===== config.mk =====
export PLATFORM = sky130hd
export DESIGN_NAME = uart_bridge_arbiter
export DESIGN_NICKNAME = d
export VERILOG_FILES = /design/src/rtl/uart_bridge_pkg.sv /design/src/rtl/rr_arbiter.sv /design/src/rtl/uart_bridge_arbiter.sv
export SDC_FILE = /design/constraint.sdc
export NUM_CORES = 1
export LEC_CHECK = 0
export ABC_CLOCK_PERIOD_IN_PS = 1800
export CAP_MARGIN = 20
export CORE_MARGIN = 8
export CORE_UTILIZATION = 38
export CTS_BUF_LIST = sky130_fd_sc_hd__clkbuf_4
export DETAILED_ROUTE_END_ITERATION = 6
export PLACE_DENSITY = 0.84
export SYNTH_ARGS = -nofsm -noshare
export SYNTH_HDL_FRONTEND = slang
export SYNTH_HIERARCHICAL = 1
export SYNTH_SLANG_ARGS = --single-unit

===== constraint.sdc =====
create_clock -name clk_i -period 1.8 [get_ports clk_i]
set_input_delay 0.27 -clock clk_i [delete_from_list [all_inputs] [get_ports clk_i]]
set_output_delay 0.27 -clock clk_i [all_outputs]
set_load 0.005 [all_outputs]

===== src/rtl/uart_bridge_pkg.sv =====
// Purpose: shared types and constants for the cont_2_uart bridge arbiter.
// Latency: n/a (types and constants only).
// Backpressure: n/a.
package uart_bridge_pkg;

  typedef enum logic [2:0] {
    IDLE  = 3'd0,
    ISSUE = 3'd1,
    WAIT  = 3'd2,
    RESP  = 3'd3,
    GAP   = 3'd4
  } arb_state_e;

  localparam int DEF_NUM_REQ    = 2;
  localparam int DEF_ADDR_W     = 13;
  localparam int DEF_DATA_W     = 32;
  localparam int DEF_START_HOLD = 3;
  localparam int DEF_TIMEOUT    = 65535;

  // Start must sit low this many cycles between transactions so the bridge's
  // 2-flop edge detector always sees a fresh 0->1 edge.
  localparam int GAP_CYCLES = 2;

  // Read data returned with an error response (sliced down to DATA_W <= 64).
  localparam logic [63:0] ERR_RDATA = '1;

endpackage


===== src/rtl/rr_arbiter.sv =====
// Purpose: combinational round-robin pick, first set request at or after ptr_i.
// Latency: 0 cycles (pure combinational; the pointer register lives in the parent).
// Backpressure: none; a request not picked simply stays pending on req_i.
// Ports: req_i request vector, ptr_i search start, gnt_o one-hot pick,
//        idx_o picked index, vld_o any request present.
module rr_arbiter #(
  parameter int NUM_REQ = 2,
  parameter int IDX_W   = 1
) (
  input  logic [NUM_REQ-1:0] req_i,
  input  logic [IDX_W-1:0]   ptr_i,
  output logic [NUM_REQ-1:0] gnt_o,
  output logic [IDX_W-1:0]   idx_o,
  output logic               vld_o
);

  always_comb begin
    int c;
    c     = 0;
    gnt_o = '0;
    idx_o = '0;
    vld_o = 1'b0;
    for (int i = 0; i < NUM_REQ; i++) begin
      // Walk candidates ptr, ptr+1, ... wrapping modulo NUM_REQ.
      c = int'(ptr_i) + i;
      if (c >= NUM_REQ) c = c - NUM_REQ;
      if (!vld_o && req_i[c]) begin
        vld_o    = 1'b1;
        idx_o    = IDX_W'(c);
        gnt_o[c] = 1'b1;
      end
    end
  end

endmodule


===== src/rtl/uart_bridge_arbiter.sv =====
// Purpose: shares one cont_2_uart host bridge between NUM_REQ requesters (round-robin).
// Latency: grant 1 cycle after request seen in IDLE; response 1 cycle after complete rises.
// Backpressure: one transaction in flight; requesters hold req_i until their grant pulse.
// Ports: clk_i/rst_ni (async active-low); req_i/we_i/addr_i/wdata_i packed per requester;
//        gnt_o/rvalid_o/err_o one-hot, rdata_o shared; br_* drive the bridge handshake.
// Option: define BRIDGE_TIMEOUT_EN to add the WAIT watchdog, error responses and stale guard.
module uart_bridge_arbiter
  import uart_bridge_pkg::*;
#(
  parameter int NUM_REQ        = DEF_NUM_REQ,
  parameter int ADDR_W         = DEF_ADDR_W,
  parameter int DATA_W         = DEF_DATA_W,
  parameter int START_HOLD     = DEF_START_HOLD,
  parameter int TIMEOUT_CYCLES = DEF_TIMEOUT
) (
  input  logic                      clk_i,
  input  logic                      rst_ni,
  input  logic [NUM_REQ-1:0]        req_i,
  input  logic [NUM_REQ-1:0]        we_i,
  input  logic [NUM_REQ*ADDR_W-1:0] addr_i,
  input  logic [NUM_REQ*DATA_W-1:0] wdata_i,
  output logic [NUM_REQ-1:0]        gnt_o,
  output logic [NUM_REQ-1:0]        rvalid_o,
  output logic [DATA_W-1:0]         rdata_o,
  output logic [NUM_REQ-1:0]        err_o,
  output logic                      br_start_o,
  output logic [ADDR_W-1:0]         br_address_o,
  output logic [DATA_W-1:0]         br_data_o,
  output logic                      br_we_o,
  input  logic                      br_complete_i,
  input  logic [DATA_W-1:0]         br_read_data_i
);

  localparam int IDX_W = $clog2(NUM_REQ);
  localparam int CNT_W = 8;

  if (NUM_REQ < 2 || NUM_REQ > 8) begin : g_bad_num_req
    $error("NUM_REQ must be in 2..8");
  end
  if (START_HOLD < 2 || START_HOLD > 255) begin : g_bad_start_hold
    $error("START_HOLD must be in 2..255");
  end
  if (TIMEOUT_CYCLES < 1 || TIMEOUT_CYCLES > 65535) begin : g_bad_timeout
    $error("TIMEOUT_CYCLES must fit the 16-bit watchdog");
  end
  if (DATA_W > 64) begin : g_bad_data_w
    $error("DATA_W must be <= 64");
  end

  arb_state_e         state_q, state_d;
  logic [CNT_W-1:0]   cnt_q, cnt_d;
  logic [IDX_W-1:0]   ptr_q, idx_q, arb_idx;
  logic [NUM_REQ-1:0] arb_gnt, gnt_q;
  logic               arb_vld;
  logic               complete_q, done;
  logic               grant_fire, resp_capture;
  logic               to_hit, issue_ok;
  logic [ADDR_W-1:0]  addr_q;
  logic [DATA_W-1:0]  data_q, rdata_q, resp_dat;
  logic               we_q;

  rr_arbiter #(
    .NUM_REQ (NUM_REQ),
    .IDX_W   (IDX_W)
  ) u_rr_arbiter (
    .req_i (req_i),
    .ptr_i (ptr_q),
    .gnt_o (arb_gnt),
    .idx_o (arb_idx),
    .vld_o (arb_vld)
  );

  // Only a rising edge counts: a complete level left high by the previous
  // transaction must not finish the next one.
  assign done = br_complete_i & ~complete_q;

`ifdef BRIDGE_TIMEOUT_EN
  localparam logic [15:0] TO_LIM = 16'(TIMEOUT_CYCLES - 1);

  logic [15:0] to_cnt_q;
  logic        stale_q;
  logic        err_q;

  assign to_hit   = (state_q == WAIT) && !done && (to_cnt_q == TO_LIM);
  // A timed-out bridge may still finish late; hold off new grants until that
  // completion has been absorbed or a second timeout window has passed.
  assign issue_ok = !stale_q;
  assign resp_dat = to_hit ? ERR_RDATA[DATA_W-1:0] : (we_q ? '0 : br_read_data_i);
  assign err_o    = rvalid_o & {NUM_REQ{err_q}};

  // The same counter times WAIT and, afterwards, the stale window; the two
  // never overlap because no grant (hence no WAIT) happens while stale.
  always_ff @(posedge clk_i or negedge rst_ni) begin
    if (!rst_ni) begin
      to_cnt_q <= '0;
      stale_q  <= 1'b0;
      err_q    <= 1'b0;
    end else begin
      if (resp_capture) err_q <= to_hit;
      if (to_hit) begin
        stale_q  <= 1'b1;
        to_cnt_q <= '0;
      end else if (state_q == WAIT) begin
        to_cnt_q <= (state_d == WAIT) ? to_cnt_q + 16'd1 : '0;
      end else if (stale_q) begin
        if (done || to_cnt_q == TO_LIM) begin
          stale_q  <= 1'b0;
          to_cnt_q <= '0;
        end else begin
          to_cnt_q <= to_cnt_q + 16'd1;
        end
      end else begin
        to_cnt_q <= '0;
      end
    end
  end
`else
  assign to_hit   = 1'b0;
  assign issue_ok = 1'b1;
  assign resp_dat = we_q ? '0 : br_read_data_i;
  assign err_o    = '0;
`endif

  always_comb begin
    state_d      = state_q;
    cnt_d        = cnt_q;
    grant_fire   = 1'b0;
    resp_capture = 1'b0;
    unique case (state_q)
      IDLE: begin
        if (arb_vld && issue_ok) begin
          grant_fire = 1'b1;
          cnt_d      = CNT_W'(START_HOLD - 1);
          state_d    = ISSUE;
        end
      end
      ISSUE: begin
        if (cnt_q == '0) state_d = WAIT;
        else             cnt_d   = cnt_q - CNT_W'(1);
      end
      WAIT: begin
        if (done || to_hit) begin
          resp_capture = 1'b1;
          state_d      = RESP;
        end
      end
      RESP: begin
        cnt_d   = CNT_W'(GAP_CYCLES - 1);
        state_d = GAP;
      end
      GAP: begin
        if (cnt_q == '0) state_d = IDLE;
        else             cnt_d   = cnt_q - CNT_W'(1);
      end
      default: state_d = IDLE;
    endcase
  end

  always_ff @(posedge clk_i or negedge rst_ni) begin
    if (!rst_ni) begin
      state_q    <= IDLE;
      cnt_q      <= '0;
      ptr_q      <= '0;
      idx_q      <= '0;
      gnt_q      <= '0;
      complete_q <= 1'b0;
      addr_q     <= '0;
      data_q     <= '0;
      we_q       <= 1'b0;
      rdata_q    <= '0;
    end else begin
      state_q    <= state_d;
      cnt_q      <= cnt_d;
      complete_q <= br_complete_i;
      gnt_q      <= grant_fire ? arb_gnt : '0;
      if (grant_fire) begin
        idx_q  <= arb_idx;
        ptr_q  <= (arb_idx == IDX_W'(NUM_REQ - 1)) ? '0 : arb_idx + IDX_W'(1);
        addr_q <= addr_i[int'(arb_idx)*ADDR_W +: ADDR_W];
        data_q <= wdata_i[int'(arb_idx)*DATA_W +: DATA_W];
        we_q   <= we_i[arb_idx];
      end
      if (resp_capture) rdata_q <= resp_dat;
    end
  end

  assign gnt_o        = gnt_q;
  assign rvalid_o     = (state_q == RESP) ? ({{(NUM_REQ-1){1'b0}}, 1'b1} << idx_q) : '0;
  assign rdata_o      = rdata_q;
  assign br_start_o   = (state_q == ISSUE);
  assign br_address_o = addr_q;
  assign br_data_o    = data_q;
  assign br_we_o      = we_q;

endmodule


# After elaboration in Yosys (flattened, before gate mapping)
# Cells that the tools add are included.
[totals] ff_bits=94 latch_bits=0 mem_bits_rw=0 rom_bits=0 inputBits=129 out_inout_bits=85 word_cells=84 n_memories=0
[classes] n_addsub=5 n_mul=1 div=0 order_cmp=7 n_eq_ne=9 shifts=3 n_mux=36 n_bitwise=3 n_reduce_logical=10
[op_table] op="$mux 32" n=3
[op_table] op="$ge 32x1->1 const B" n=2
[op_table] op="$lt 32x3->1 const B" n=2
[op_table] op="$shiftx 64x7->32" n=1
[op_table] op="$ge 32x3->1 const B" n=1
[op_table] op="$sub 32x3->32 const B" n=1
[op_table] op="$shiftx 26x6->13" n=1
[op_table] op="$pmux 8 s3" n=1
[op_table] op="$mux 1" n=19
[op_table] op="$mux 8" n=2
[op_table] op="$pmux 3 s5" n=1
[op_table] op="$mux 3" n=4
[op_table] op="$logic_not 8->1" n=1
[op_table] op="$mux 2" n=4
[op_table] op="$ne 2x2->1 const B" n=4
[op_table] op="$sub 8x1->8 const B" n=1
[op_table] op="$eq 3x2->1 const B" n=2
[op_table] op="$mul 1x4->5 const B" n=1
[op_table] op="$reduce_and 4->1" n=1
[op_table] op="$eq 3x1->1 const B" n=1
[op_table] op="$eq 3x3->1 const B" n=1
[op_table] op="$logic_and 1x1->1" n=3
[op_table] op="$logic_not 3->1" n=1
[op_table] op="$reduce_and 3->1" n=1
[op_table] op="14 further kinds" n=15

# Depth between registers and ports, before layout
# Gate-level depths: netlist of run 1.
[logic_depth] word_depth=12 ltp_mapped=7 ltp_nobuf=6

# Cells and area by module
# Netlist of run 1, hierarchy kept.
[by_module_without_submodules] mod="uart_bridge_arbiter" n_inst=1 cells_each=434 area_each_um2=4341.7 seq_area_each_um2=2352.3
[by_module_without_submodules] mod="rr_arbiter" n_inst=1 cells_each=5 area_each_um2=32.5 seq_area_each_um2=0.0

# Worst setup path after synthesis of run 1
# OpenSTA, ideal clock, no wires.
[synth_timing] path_kind="register -> register" start="reg cnt_q[2]" end="reg cnt_q[7]" setup_ps=79 arrival_time_ps=1763 t_required_ps=1721 slack_ps=-42 path_stages_with_launch=6 path_buffers=1 synth_period_minus_slack_ps=1842 path_cell_list="dfrtp_1 -> or4_1 -> buf_2 -> or4_4 -> a21oi_2 -> mux2i_1"
[synth_via] elab_chain_cells=3 word_cells_on_any_way=6 classes_between="add/sub: 1; eq/ne: 1; mux: 2; reduce/logical: 2"
[synth_lines] item="start: declaration" line_no="uart_bridge_arbiter.sv:51" rtl="logic [CNT_W-1:0] cnt_q, cnt_d;"
[synth_lines] item="start signal: assignment" line_no="uart_bridge_arbiter.sv:173" rtl="cnt_q <= cnt_d;"
[synth_lines] item="$sub 8x1->8 or $logic_not 8->1 (tied branches)"
[synth_lines] item="$mux 8 or $ne 2x2->1 (tied branches)"
[synth_lines] item="$pmux 8 s3 or $reduce_and 3->1 (tied branches)"
# Parallel ways exist; a longest one is shown, timed or not. The select of a mux whose other input is x is not followed.
# A chain may end at the register's enable or synchronous reset.

# Final worst setup path of run 1
[layout_timing] start="reg state_q[2]" end="reg cnt_q[0]"
[layout_via] elab_chain_cells=4 word_cells_on_any_way=10 classes_between="eq/ne: 5; mux: 1; reduce/logical: 4"
[layout_lines] item="start: declaration" line_no="uart_bridge_arbiter.sv:50" rtl="arb_state_e state_q, state_d;"
[layout_lines] item="start signal: assignment" line_no="uart_bridge_arbiter.sv:172" rtl="state_q <= state_d;"
[layout_lines] item="$eq 3x1->1 or $eq 3x3->1 (tied branches)" line_no="uart_bridge_arbiter.sv:129" rtl="unique case (state_q)"
[layout_lines] item="$reduce_or 2->1 (no line)"
[layout_lines] item="$ne 2x2->1 (no line) or $reduce_bool 3->1 (tied branches)"
[layout_lines] item="$reduce_and 3->1 (no line)"
# Parallel ways exist; a longest one is shown, timed or not.

==> results of run 1 <==
-- power by group --
group          internal, mW  total [mW]  leakage, nW  switching, mW
combinational          3.00        5.12         1.99           2.13
sequential             2.93        3.40         1.12          0.471
clock                 0.415        1.12       0.0694          0.708
-- final timing paths --
path | depth (start not counted) | endpoint | slack [ns]
min in group clk_i | 1 | complete_q | 0.31
max in group asynchronous | 3 | br_address_o[1] | 0.90
worst min-delay path | 2 | rdata_o[9] | 0.28
worst max-delay path | 7 | cnt_q[0] | -0.10
worst min register to register | 2 | rdata_o[25] | 0.50
worst max register to register | 7 | cnt_q[0] | -0.10
-- area by class of cell --
type                            count  area, um2
Tap cell                          143        179
Fill cell                         854       3880
Inverter                            5       18.8
Multi-Input combinational cell    308       1990
Sequential cell                    94       2350
Timing Repair Buffer              276       2760
Clock buffer                        9       67.6
Clock inverter                      6       63.8
-- placed cells by master, fill, tap and decap left out, types with 2 or more instances in the layout --
| cell | n |
|---|---|
| inv_1 | 3 |
| a21boi_0 | 2 |
| clkdlybuf4s50_1 | 207 |
| dfrtp_1 | 94 |
| clkbuf_4 | 10 |
| buf_4 | 44 |
| inv_2 | 2 |
| nand2b_1 | 39 |
| and2_4 | 2 |
| conb_1 | 2 |
| mux2i_1 | 53 |
| nand2_1 | 42 |
| a21oi_1 | 50 |
| o21ai_0 | 2 |
| clkinv_4 | 2 |
| clkbuf_16 | 2 |
| buf_12 | 6 |
| o21ai_1 | 32 |
| or4_4 | 2 |
| a21oi_2 | 3 |
| buf_6 | 12 |
| and2_1 | 2 |
| or4b_4 | 2 |
| nor2_1 | 49 |
-- metrics by stage --
stage | util, % | instance area, um2 | power [mW]
4_1_cts | 63.7 | 7220 | 9.28
5_1_grt | 65.7 | 7440 | 10.3
6_report | 65.7 | 7440 | 9.64
3_5_place_dp | 61.3 | 6940 | 7.94
3_3_place_gp | 61.3 | 6940 | 7.74
2_1_floorplan | - | 4380 | 5.26
-- cells by family after synthesis --
| kind of cell | after synthesis | synth area share (%) |
|---|---|---|
| muxes | 54 | 12.4 |
| and+or+nand+nor | 151 | 16.9 |
| adders and majority gates | 1 | 0.286 |
| buffers and inverters | 38 | 3.75 |
| AOI/OAI and AO/OA | 100 | 12.8 |
| other | 1 | 0.0857 |
| DFF | 94 | 53.8 |
-- synthesized netlist by cell type, drive strengths merged (2+ instances only) --
cell type / instances / share of area, %
a2111oi: 2 / 0.46
a211oi: 2 / 0.34
a21boi: 3 / 0.51
a21oi: 53 / 6.1
and2: 4 / 0.57
buf: 15 / 1.8
clkbuf: 18 / 1.5
dfrtp: 94 / 54
inv: 5 / 0.43
mux2i: 53 / 12
nand2: 43 / 3.7
nand2b: 39 / 5.6
nor2: 51 / 4.4
o21ai: 35 / 4.1
or2: 2 / 0.29
or4: 3 / 0.60
or4b: 2 / 0.46
-- routing by layer --
layer	track usage [%]	wire length (um)	vias to the layer above
met5	0	0	-
met4	5.12	195	0
met3	7.81	1440	20
met2	32.0	7460	169
met1	19.3	5350	1997
li1	-	-	1993
-- critical path, cell delays in order (launching register included) --
cell and delay (ns):
dfrtp_1 0.42, buf_6 0.12, buf_6 0.08, or4bb_4 0.54, o211ai_4 0.27, buf_6 0.14, a21oi_2 0.05, o22a_1 0.20
-- registers in the layout, summed over array words and instances, names as in the netlist --
signal / count
br_data_o: 32
rdata_o: 32
br_address_o: 13
cnt_q: 8
state_q: 3
gnt_o: 2
br_we_o: 1
complete_q: 1
idx_q: 1
ptr_q: 1
-- repair_timing --
action	CTS	global route
endpoints found under the setup margin	15	47
cloned	1	5
setup buffers	9	8
resized for setup	21	27
hold buffers	1	0
pin swaps	4	11
hold endpoints to repair	27	0
==> metrics.md, run 1 <==
| Metric | Value |
|---|---|
| Largest clock skew in the final design | 0.00913 ns |
| Nets | 824 |
| RSZ-0062 raised after global routing | true |
| Antenna violations before repair | 0 |
| Number of flops mapped to enable cells by yosys | 0 |
| Number of top-level design ports | 214 |
| Endpoint arrival time on the critical path | 2.23 ns |
| Placed cells | 804 |
| Result of the run | finished with violations |
| First element of the critical path | state_q[2] |
| Post-Route Hold Slack | 0.282 ns |
| Pwr per Cell Area | 1300 mW/mm2 |
| Die width | 123 um |
| Clk Latency, worst-skew pair | 0.43 ns |
| Cell area after synthesis | 0.00437 mm2 |
| Nature of the critical path endpoint | flip-flop |
| Post-synth top flop | dfrtp_1 |
| Starting density of the core | 38.6% |
| Average vias per placed instance | 4.97 |
| Buffer depth of the longest clock path | 2 |
| Type of the worst min-delay path | in -> async |
| Global Route Usage Sum | 18.1% |
| Clock buffers created by TritonCTS | 9 |
| Ant diodes | 0 |
| Clock Pin Slew Worst Setup and Hold Paths | 0.14 ns |
| Critical path launch point type | flip-flop |
| H-tree depth | 3 |
| GP Congestion | 0.825 |
| DP Wirelength | 10500 um |
| Maximum capacitance violations | 0 |
| Library cell used as clock root buffer | clkbuf_4 |
| FF-to-FF Start | state_q[2] |
| Pin count of the biggest net entering global routing | 48 |
| Final Non-Filler Cells | 841 |
| Area growth syn-to-layout | 70.1% |
| Number of nets with antenna violations after routing | 0 |
| DRC marker count from the first detailed-route iteration | 202 |
| Worst-case setup margin in the final layout | -0.102 ns |
| DRC violations left | 0 |
| Count of input and output buffers | 211 |
| Count of distinct cell types in the synthesized netlist | 39 |
| Proportion of layout cells with a drive suffix above 1 | 15.5% |
| Setup slack at placement | -0.183 ns |
| Leakage power | 3.18 nW |
| Min Tclk post-route | 1.90 ns |
| Std-Cell Rows | 39 |
| Critical path peak fanout | 5 |
| Via count of the first global-routing pass | 4355 |
| Setup TNS | -0.586 ns |
| Final-report hold violation count | 0 |
| Achievable clock frequency | 526 MHz |
| Critical path class | reg -> reg |
| CTS tree | yes |
| WL per Instance | 17.2 um |
| Count of TritonRoute iterations in the first routing pass | 6 |
| Period Utilization, post-route | 106% |
| Critical Path RT | 2.13 ns |
| Synth warnings | 6 |
| Worst ir drop on vdd | 639 uV |
| Wire length after detailed routing | 14500 um |
| DIE HEIGHT | 123 um |
| Failing checks | setup timing |
| Final count of pins violating max slew | 0 |
| Die Outline Area | 0.0152 mm2 |
| Clock net sink count | 94 |
| Synthesized instance count | 439 |
| First-pass GRT wire length | 21600 um |
| Core area | 0.0113 mm2 |
| Vias | 4179 |
| Finish-stage setup viols | 8 |
| Average cell area after synthesis | 9.96 um2 |
| Share of synthesized area occupied by flip-flops and latches | 53.8% |
| Total of flip-flops plus latches after synthesis | 94 |
| GR Overflow Total | 0 |
| Async S/R FF share, synth | 100% |
No activity file was read; power rests on OpenSTA's default activity.
==> inputs of run 2 (changes only) <==
--- a/config.mk
+++ b/config.mk
@@ -5,13 +5,14 @@
 export SDC_FILE = /design/constraint.sdc
 export NUM_CORES = 1
 export LEC_CHECK = 0
-export ABC_CLOCK_PERIOD_IN_PS = 1800
+export ABC_CLOCK_PERIOD_IN_PS = 2020
 export CAP_MARGIN = 20
 export CORE_MARGIN = 8
-export CORE_UTILIZATION = 38
+export CORE_UTILIZATION = 40
 export CTS_BUF_LIST = sky130_fd_sc_hd__clkbuf_4
 export DETAILED_ROUTE_END_ITERATION = 6
-export PLACE_DENSITY = 0.84
+export GPL_TIMING_DRIVEN = 0
+export PLACE_DENSITY = 0.79
 export SYNTH_ARGS = -nofsm -noshare
 export SYNTH_HDL_FRONTEND = slang
 export SYNTH_HIERARCHICAL = 1
==> constraint.sdc (replaced) <==
create_clock -name clk_i -period 2.02 [get_ports clk_i]
set_input_delay 0.303 -clock clk_i [delete_from_list [all_inputs] [get_ports clk_i]]
set_output_delay 0.303 -clock clk_i [all_outputs]
set_load 0.005 [all_outputs]
==> metrics.md, run 2 (same netlist as run 1, synthesis figures left out) <==
| Metric | Value |
|---|---|
| Clock net sink count | 94 (unchanged) |
| Switching share of total power | 35.7% (+1.4 points) |
| Min Tclk post-route | 1.99 ns (+0.0854 ns) |
| Proportion of layout cells with a drive suffix above 1 | 8.04% (-7.4 points) |
| Count of TritonRoute iterations in the first routing pass | 5 (-1) |
| Worst ir drop on vdd | 527 uV (-18%) |
| Worst hold path startpoint | br_complete_i |
| Starting density of the core | 40.7% (+2.1 points) |
| Buffer depth of the longest clock path | 2 (unchanged) |
| Count of buffer and inverter cells on the critical path | 1 (-2) |
| Die width | 121 um (-2.2%) |
| Part of the total power dissipated in combinational logic | 48.2% (-4.9 points) |
| Count of input and output buffers | 211 (unchanged) |
| Average vias per placed instance | 4.96 (-0.25%) |
| Global Route Usage Sum | 19.8% (+1.7 points) |
| Area growth syn-to-layout | 58.0% |
| CTS tree | yes |
| Worst Hold Path EP | complete_q |
| Worst-case setup margin in the final layout | 0.0324 ns (+0.135 ns) |
| Commonest non-fill, non-tap cell in the layout | clkdlybuf4s50_1 |
| Chain of cells forming the critical path | or4_1 -> buf_2 -> or4_4 -> a21oi_2 -> mux2i_1 |
| Core area | 0.0107 mm2 (-5.1%) |
| Clock buffers created by TritonCTS | 9 (unchanged) |
| Internal cell power | 5.07 mW (-20%) |
| FF-to-FF Start | cnt_q[2] |
| Critical Path Max Stage Delay | 0.53 ns (about the same) |
| Post-Place Cell Area | 0.00669 mm2 (-3.6%) |
| Critical Path RT | 2.42 ns (+0.29 ns) |
| Hold Path Cell Cnt | 1 |
| Sw Pwr | 2.81 mW (-15%) |
| Final-report hold violation count | 0 (unchanged) |
| Clock Pin Slew Worst Setup and Hold Paths | 0.17 ns (+0.03 ns) |
| Library cell used as clock root buffer | clkbuf_4 |
| Depth of the most critical reg-to-reg path | 5 (-2) |
| Reg-to-Reg End | cnt_q[7] |
| Achievable clock frequency | 503 MHz (-4.3%) |
| Antenna violations before repair | 0 (unchanged) |
| Pwr per Cell Area | 1140 mW/mm2 (-12%) |
| DRC violations left | 0 (unchanged) |
| Part of the total power dissipated in sequential elements | 38.8% (+3.6 points) |
| DIE HEIGHT | 121 um (-2.2%) |
| Nets | 797 (-3.3%) |
| Finish-stage setup viols | 0 (-8) |
| Largest clock skew in the final design | 0.0174 ns (+0.00828 ns) |
| Critical path class | reg -> reg |
| Vias | 4025 (-3.7%) |
| Number of top-level design ports | 214 (unchanged) |
| Post-Route Hold Slack | 0.308 ns (+0.0265 ns) |
| Final Non-Filler Cells | 812 (-3.4%) |
| First-pass GRT wire length | 22800 um (+5.5%) |
| Critical path launch point type | flip-flop |
| H-tree depth | 3 (unchanged) |
| Filler instances | 920 (+7.7%) |
| Relative contribution of the clock network to total power | 13.0% (+1.4 points) |
| Design Area, Final | 0.00691 mm2 (-7.1%) |
| Die Outline Area | 0.0145 mm2 (-4.4%) |
| Result of the run | finished clean |
| Number of nets with antenna violations after routing | 0 (unchanged) |
| DP Wirelength | 11200 um (+6.0%) |
| Cell with the largest stage delay on the worst path | or4_1 |
| Nature of the critical path endpoint | flip-flop |
| Pin count of the biggest net entering global routing | 51 (+6.3%) |
| Setup slack at placement | -0.915 ns (-0.732 ns) |
| Post-route total power | 7.87 mW (-18%) |
| GR Overflow Total | 0 (unchanged) |
| Maximum capacitance violations | 0 (unchanged) |
| Worst-margin pin slew | 0.596 ns |
| Setup TNS | 0 ns (+0.586 ns) |
| Final count of pins violating max slew | 0 (unchanged) |
| Critical path peak fanout | 6 (+1) |
| Leakage power | 2.93 nW (-7.9%) |
| GP Congestion | 0.797 (-3.3%) |
| Register-to-register path setup slack | 0.03 ns (+0.13 ns) |
| Via count of the first global-routing pass | 4433 (+1.8%) |
| Placed cells | 792 (-1.5%) |
| WL per Instance | 17.5 um (+2.0%) |
| Type of the worst min-delay path | in -> reg |
| Std-Cell Rows | 38 (-2.6%) |
| Endpoint arrival time on the critical path | 2.39 ns (+0.16 ns) |
| Clk Latency, worst-skew pair | 0.46 ns (+0.03 ns) |
| Commonest cells after routing, fill and taps aside | clkdlybuf4s50_1 (207), dfrtp_1 (93), mux2i_1 (53) |
| DRC marker count from the first detailed-route iteration | 187 (-7.4%) |
| Cell type group with the largest total delay on the critical path | simple AND/OR/NAND/NOR gates |
| Worst relative slew slack | 60.3% |
| RSZ-0062 raised after global routing | true |
| Wire length after detailed routing | 14200 um (-1.5%) |
| Ant diodes | 0 (unchanged) |
| Share of the core filled with cells | 64.3% (-1.4 points) |
| Period Utilization, post-route | 98.4% (-7.3 points) |
-- run 2: cell types whose count changed in the layout (fill, tap and decap cells not counted), moves of 3 or more --
cell / before / now
inv_6: 0 / 3
buf_6: 12 / 2
buf_2: 1 / 10
clkbuf_2: 1 / 5
buf_12: 6 / 0
clkbuf_1: 0 / 11
buf_4: 44 / 7
-- run 2: metal layers --
layer,vias to the layer above,wire length [um],GRT usage (%)
met1,1929,5650,22.4
met2,147,7220,34.0
met4,0,180,5.00
li1,1934,-,-
met3,15,1190,7.88
met5,-,0,0
-- run 2: worst reg2reg max path: stages, from the launching register on --
cell and delay [ns]:
dfrtp_1 0.46, or4_1 0.53, buf_2 0.20, or4_4 0.43
a21oi_2 0.13, mux2i_1 0.18
-- run 2: worst max path at each step --
stage | startpoint | to | slack, ns | depth (start not counted)
CTS | state_q[0] | rdata_o[10] | 0.02 | 7
detailed placement | req_i[1] | br_address_o[10] | -0.92 | 7
floorplan | cnt_q[2] | cnt_q[7] | 0.18 | 5
finish | cnt_q[2] | cnt_q[7] | 0.03 | 5
global placement | rst_ni | br_data_o[29] | -2.83 | 1
global route | cnt_q[2] | cnt_q[7] | -0.04 | 5
-- run 2: repair_timing --
item,CTS,global route
endpoints found under the hold margin,44,0
setup endpoints to repair,72,68
hold buffers,1,0
setup buffers,1,2
cloned,0,0
gates resized for setup,19,19
pin swaps,0,0
-- run 2: cell type report --
class	instances	area, um2	area share [%]
clock buffers	9	67.6	0.978
inverters	5	18.8	0.272
flip-flops and latches	94	2350	34.1
clock inverters	7	65.1	0.941
plain buffers	33	179	2.59
repair buffers	216	2160	31.3
multi-input cells	308	1890	27.4
well taps	140	175	2.53
-- run 2: power groups by stage --
stage	clock network [mW]	registers (mW)	logic, mW
after CTS	1.05	3.05	3.82
after global routing	1.14	3.15	4.20
after floorplan	0	3.08	1.58
after detailed placement	0	3.09	3.76
final	1.02	3.06	3.80
after global placement	0	3.05	3.63
==> inputs of run 3 (changes only) <==
--- a/config.mk
+++ b/config.mk
@@ -5,6 +5,7 @@
 export SDC_FILE = /design/constraint.sdc
 export NUM_CORES = 1
 export LEC_CHECK = 0
+export ABC_AREA = 1
 export ABC_CLOCK_PERIOD_IN_PS = 2020
 export CAP_MARGIN = 20
 export CORE_MARGIN = 8
@@ -12,7 +13,7 @@
 export CTS_BUF_LIST = sky130_fd_sc_hd__clkbuf_4
 export DETAILED_ROUTE_END_ITERATION = 6
 export GPL_TIMING_DRIVEN = 0
-export PLACE_DENSITY = 0.79
+export PLACE_DENSITY = 0.8
 export SYNTH_ARGS = -nofsm -noshare
 export SYNTH_HDL_FRONTEND = slang
 export SYNTH_HIERARCHICAL = 1
==> metrics.md, run 3 <==
| Metric | Value |
|---|---|
| First element of the critical path | state_q[2] |
| DRC violations left | 0 (unchanged) |
| CTS tree | yes |
| Pin count of the biggest net entering global routing | 49 (-3.9%) |
| Period Utilization, post-route | 95.4% (-3.0 points) |
| Via count of the first global-routing pass | 4699 (+6.0%) |
| Nets | 884 (+11%) |
| Average vias per placed instance | 4.90 (-1.1%) |
| Pwr per Cell Area | 1380 mW/mm2 (+21%) |
| FF-to-FF Start | ptr_q |
| Min Tclk post-route | 1.93 ns (-0.0611 ns) |
| Post-route total power | 9.33 mW (+19%) |
| Commonest non-fill, non-tap cell in the layout | clkdlybuf4s50_1 |
| Endpoint arrival time on the critical path | 1.62 ns (-0.77 ns) |
| H-tree depth | 3 (unchanged) |
| Nature of the critical path endpoint | output port |
| Library cell used as clock root buffer | clkbuf_4 |
| DP Wirelength | 11600 um (+3.7%) |
| WL per Instance | 16.6 um (-5.2%) |
| GP Congestion | 0.859 (+7.7%) |
| Cells taking the most area after synthesis | dfrtp_1 (55%), nand2_1 (15%), nand3_1 (11%) |
| DIE HEIGHT | 119 um (-1.1%) |
| Type of the worst min-delay path | in -> reg |
| Post-synth top area cell | dfrtp_1 |
| Cell with the largest stage delay on the worst path | dfrtp_2 |
| Proportion of layout cells with a drive suffix above 1 | 6.59% (-1.4 points) |
| Area growth syn-to-layout | 58.7% |
| Worst hold path startpoint | br_complete_i |
| Clock net sink count | 94 (unchanged) |
| Fraction of synthesized cell area taken by the top area cell type | 55.2% (+1.4 points) |
| Worst ir drop on vdd | 631 uV (+20%) |
| Final-report hold violation count | 0 (unchanged) |
| Part of the total power dissipated in sequential elements | 36.0% (-2.8 points) |
| DRC marker count from the first detailed-route iteration | 209 (+12%) |
| Chain of cells forming the critical path | buf_4 -> buf_4 -> nor3_4 -> dlygate4sd2_1 |
| Std-Cell Rows | 37 (-2.6%) |
| Relative contribution of the clock network to total power | 11.0% (-2.0 points) |
| Part of the total power dissipated in combinational logic | 53.0% (+4.8 points) |
| Average cell area after synthesis | 8.10 um2 (-19%) |
| Critical path class | reg -> out |
| Filler instances | 850 (-7.6%) |
| Number of flops mapped to enable cells by yosys | 0 (unchanged) |
| Clock Pin Slew Worst Setup and Hold Paths | 0.13 ns (-0.04 ns) |
| Clk Latency, worst-skew pair | 0.44 ns (-0.02 ns) |
| Async S/R FF share, synth | 100% (unchanged) |
| RSZ-0062 raised after global routing | false |
| Switching share of total power | 39.1% (+3.4 points) |
| Worst-margin pin slew | 0.647 ns (+0.0509 ns) |
| Sw Pwr | 3.65 mW (+30%) |
| Synth warnings | 6 (unchanged) |
| Antenna violations before repair | 0 (unchanged) |
| GR Overflow Total | 0 (unchanged) |
| Post-synth top flop | dfrtp_1 |
| Number of nets with antenna violations after routing | 0 (unchanged) |
| Most instantiated library cell after synthesis | nand2_1 |
| Count of input and output buffers | 211 (unchanged) |
| Worst relative slew slack | 56.9% (-3.4 points) |
| Finish-stage setup viols | 0 (unchanged) |
| Core area | 0.0103 mm2 (-3.9%) |
| Ant diodes | 0 (unchanged) |
| Share of the core filled with cells | 65.5% (+1.2 points) |
| Clock buffers created by TritonCTS | 9 (unchanged) |
| Starting density of the core | 41.3% (+0.58 points) |
| Number of top-level design ports | 214 (unchanged) |
| Commonest cells after routing, fill and taps aside | clkdlybuf4s50_1 (207), nand2_1 (174), dfrtp_1 (91) |
| Vias | 4388 (+9.0%) |
| Result of the run | finished clean |
| Count of TritonRoute iterations in the first routing pass | 4 (-1) |
| Die width | 119 um (-1.1%) |
| Critical path peak fanout | 3 (-3) |
| Share of synthesized area occupied by flip-flops and latches | 55.2% (+1.4 points) |
| Internal cell power | 5.69 mW (+12%) |
| Critical Path Max Stage Delay | 0.44 ns (-0.09 ns) |
| First-pass GRT wire length | 23800 um (+4.4%) |
| Wire length after detailed routing | 14900 um (+4.5%) |
| Largest clock skew in the final design | 0.0221 ns (+0.00468 ns) |
| Maximum capacitance violations | 0 (unchanged) |
| Cell repeated most along the worst path | buf_4 |
| Post-Route Hold Slack | 0.353 ns (+0.0448 ns) |
| Buffer depth of the longest clock path | 2 (unchanged) |
| Total of flip-flops plus latches after synthesis | 94 (unchanged) |
| Critical Path RT | 1.72 ns (-0.70 ns) |
| Achievable clock frequency | 519 MHz (+3.2%) |
| Leakage power | 3.12 nW (+6.4%) |
| Critical path launch point type | flip-flop |
| Die Outline Area | 0.0142 mm2 (-2.2%) |
| Final count of pins violating max slew | 0 (unchanged) |
| Area taken by multi-input logic gates | 0.00155 mm2 (-18%) |
| Synthesized instance count | 526 (+20%) |
| Sequential cell area in the final layout | 0.00236 mm2 (+0.11%) |
| Count of distinct cell types in the synthesized netlist | 26 (-33%) |
| Global Route Usage Sum | 20.8% (+1.0 points) |
| Cell area after synthesis | 0.00426 mm2 (-2.5%) |
| List of most frequent post-synthesis cells | nand2_1 (174), dfrtp_1 (94), nand3_1 (91) |
[run 3: final timing paths]
kind	cells past startpoint	to	slack [ns]
max in group asynchronous	3	rdata_o[0]	0.93
min	1	complete_q	0.35
min reg2reg	2	br_address_o[8]	0.51
max	4	br_start_o	0.09
min in group asynchronous	2	br_data_o[10]	0.41
max reg2reg	9	br_address_o[5]	0.25
[run 3: metal layers]
layer | track usage [%] | wire length (um) | vias to the layer above
li1 | - | - | 2104
met1 | 21.5 | 5670 | 2087
met2 | 36.6 | 7460 | 173
met3 | 9.21 | 1430 | 24
met4 | 7.51 | 325 | 0
met5 | 0 | 0 | -
[run 3: stage by stage]
| step | instances | setup TNS (ns) | area (um2) | setup WS, ns |
|---|---|---|---|---|
| CTS | 894 | 0 | 6740 | 0.0105 |
| global placement | 874 | -273.31 | 6550 | -2.89 |
| global route | 895 | 0 | 6770 | 0.00347 |
| floorplan | 527 | 0 | 4270 | 0.610 |
| detailed placement | 875 | -4.33 | 6570 | -0.319 |
| finish | 895 | 0 | 6770 | 0.0936 |
[run 3: what timing repair did]
item | in CTS | in global routing
buffers inserted | 2 | 1
pin swaps | 0 | 0
setup endpoints to repair | 3 | 9
hold buffers | 1 | 0
hold endpoints to repair | 47 | 0
cloned | 0 | 0
gates resized for setup | 6 | 4
[run 3: cell families after synthesis]
| kind of cell | count (synthesis) | share of synthesized area, % |
|---|---|---|
| AO/OA/AOI/OAI | 45 | 5.28 |
| buffers and inverters | 86 | 8.86 |
| adder cells (fa/ha/maj) | 1 | 0.293 |
| other | 1 | 0.0880 |
| XOR/XNOR | 2 | 0.411 |
| flip-flops | 94 | 55.2 |
| AND/OR/NAND/NOR | 297 | 29.9 |
[run 3: critical path, delay by kind of cell, from the launching register on]
| family | cells | cell delay [ns] |
|---|---|---|
| DFF | 1 | 0.44 |
| buffers and inverters | 3 | 0.55 |
| and+or+nand+nor | 1 | 0.21 |
[run 3: cell type report]
| class | instances | area share (%) |
|---|---|---|
| Clock buffer | 10 | 1.11 |
| Inverter | 60 | 3.33 |
| Tap cell | 136 | 2.52 |
| Multi-Input combinational cell | 347 | 23.0 |
| Sequential cell | 94 | 34.8 |
| Clock inverter | 6 | 0.925 |
| Buffer | 26 | 2.27 |
| Timing Repair Buffer | 216 | 32.1 |
[run 3: power by group through the flow]
stage / logic [mW] / registers (mW) / clock network, mW
final: 4.94 / 3.36 / 1.03
after global routing: 5.49 / 3.46 / 1.13
after CTS: 4.98 / 3.35 / 1.06
after detailed placement: 4.93 / 3.37 / 0
after global placement: 4.78 / 3.33 / 0
after floorplan: 2.19 / 3.37 / 0
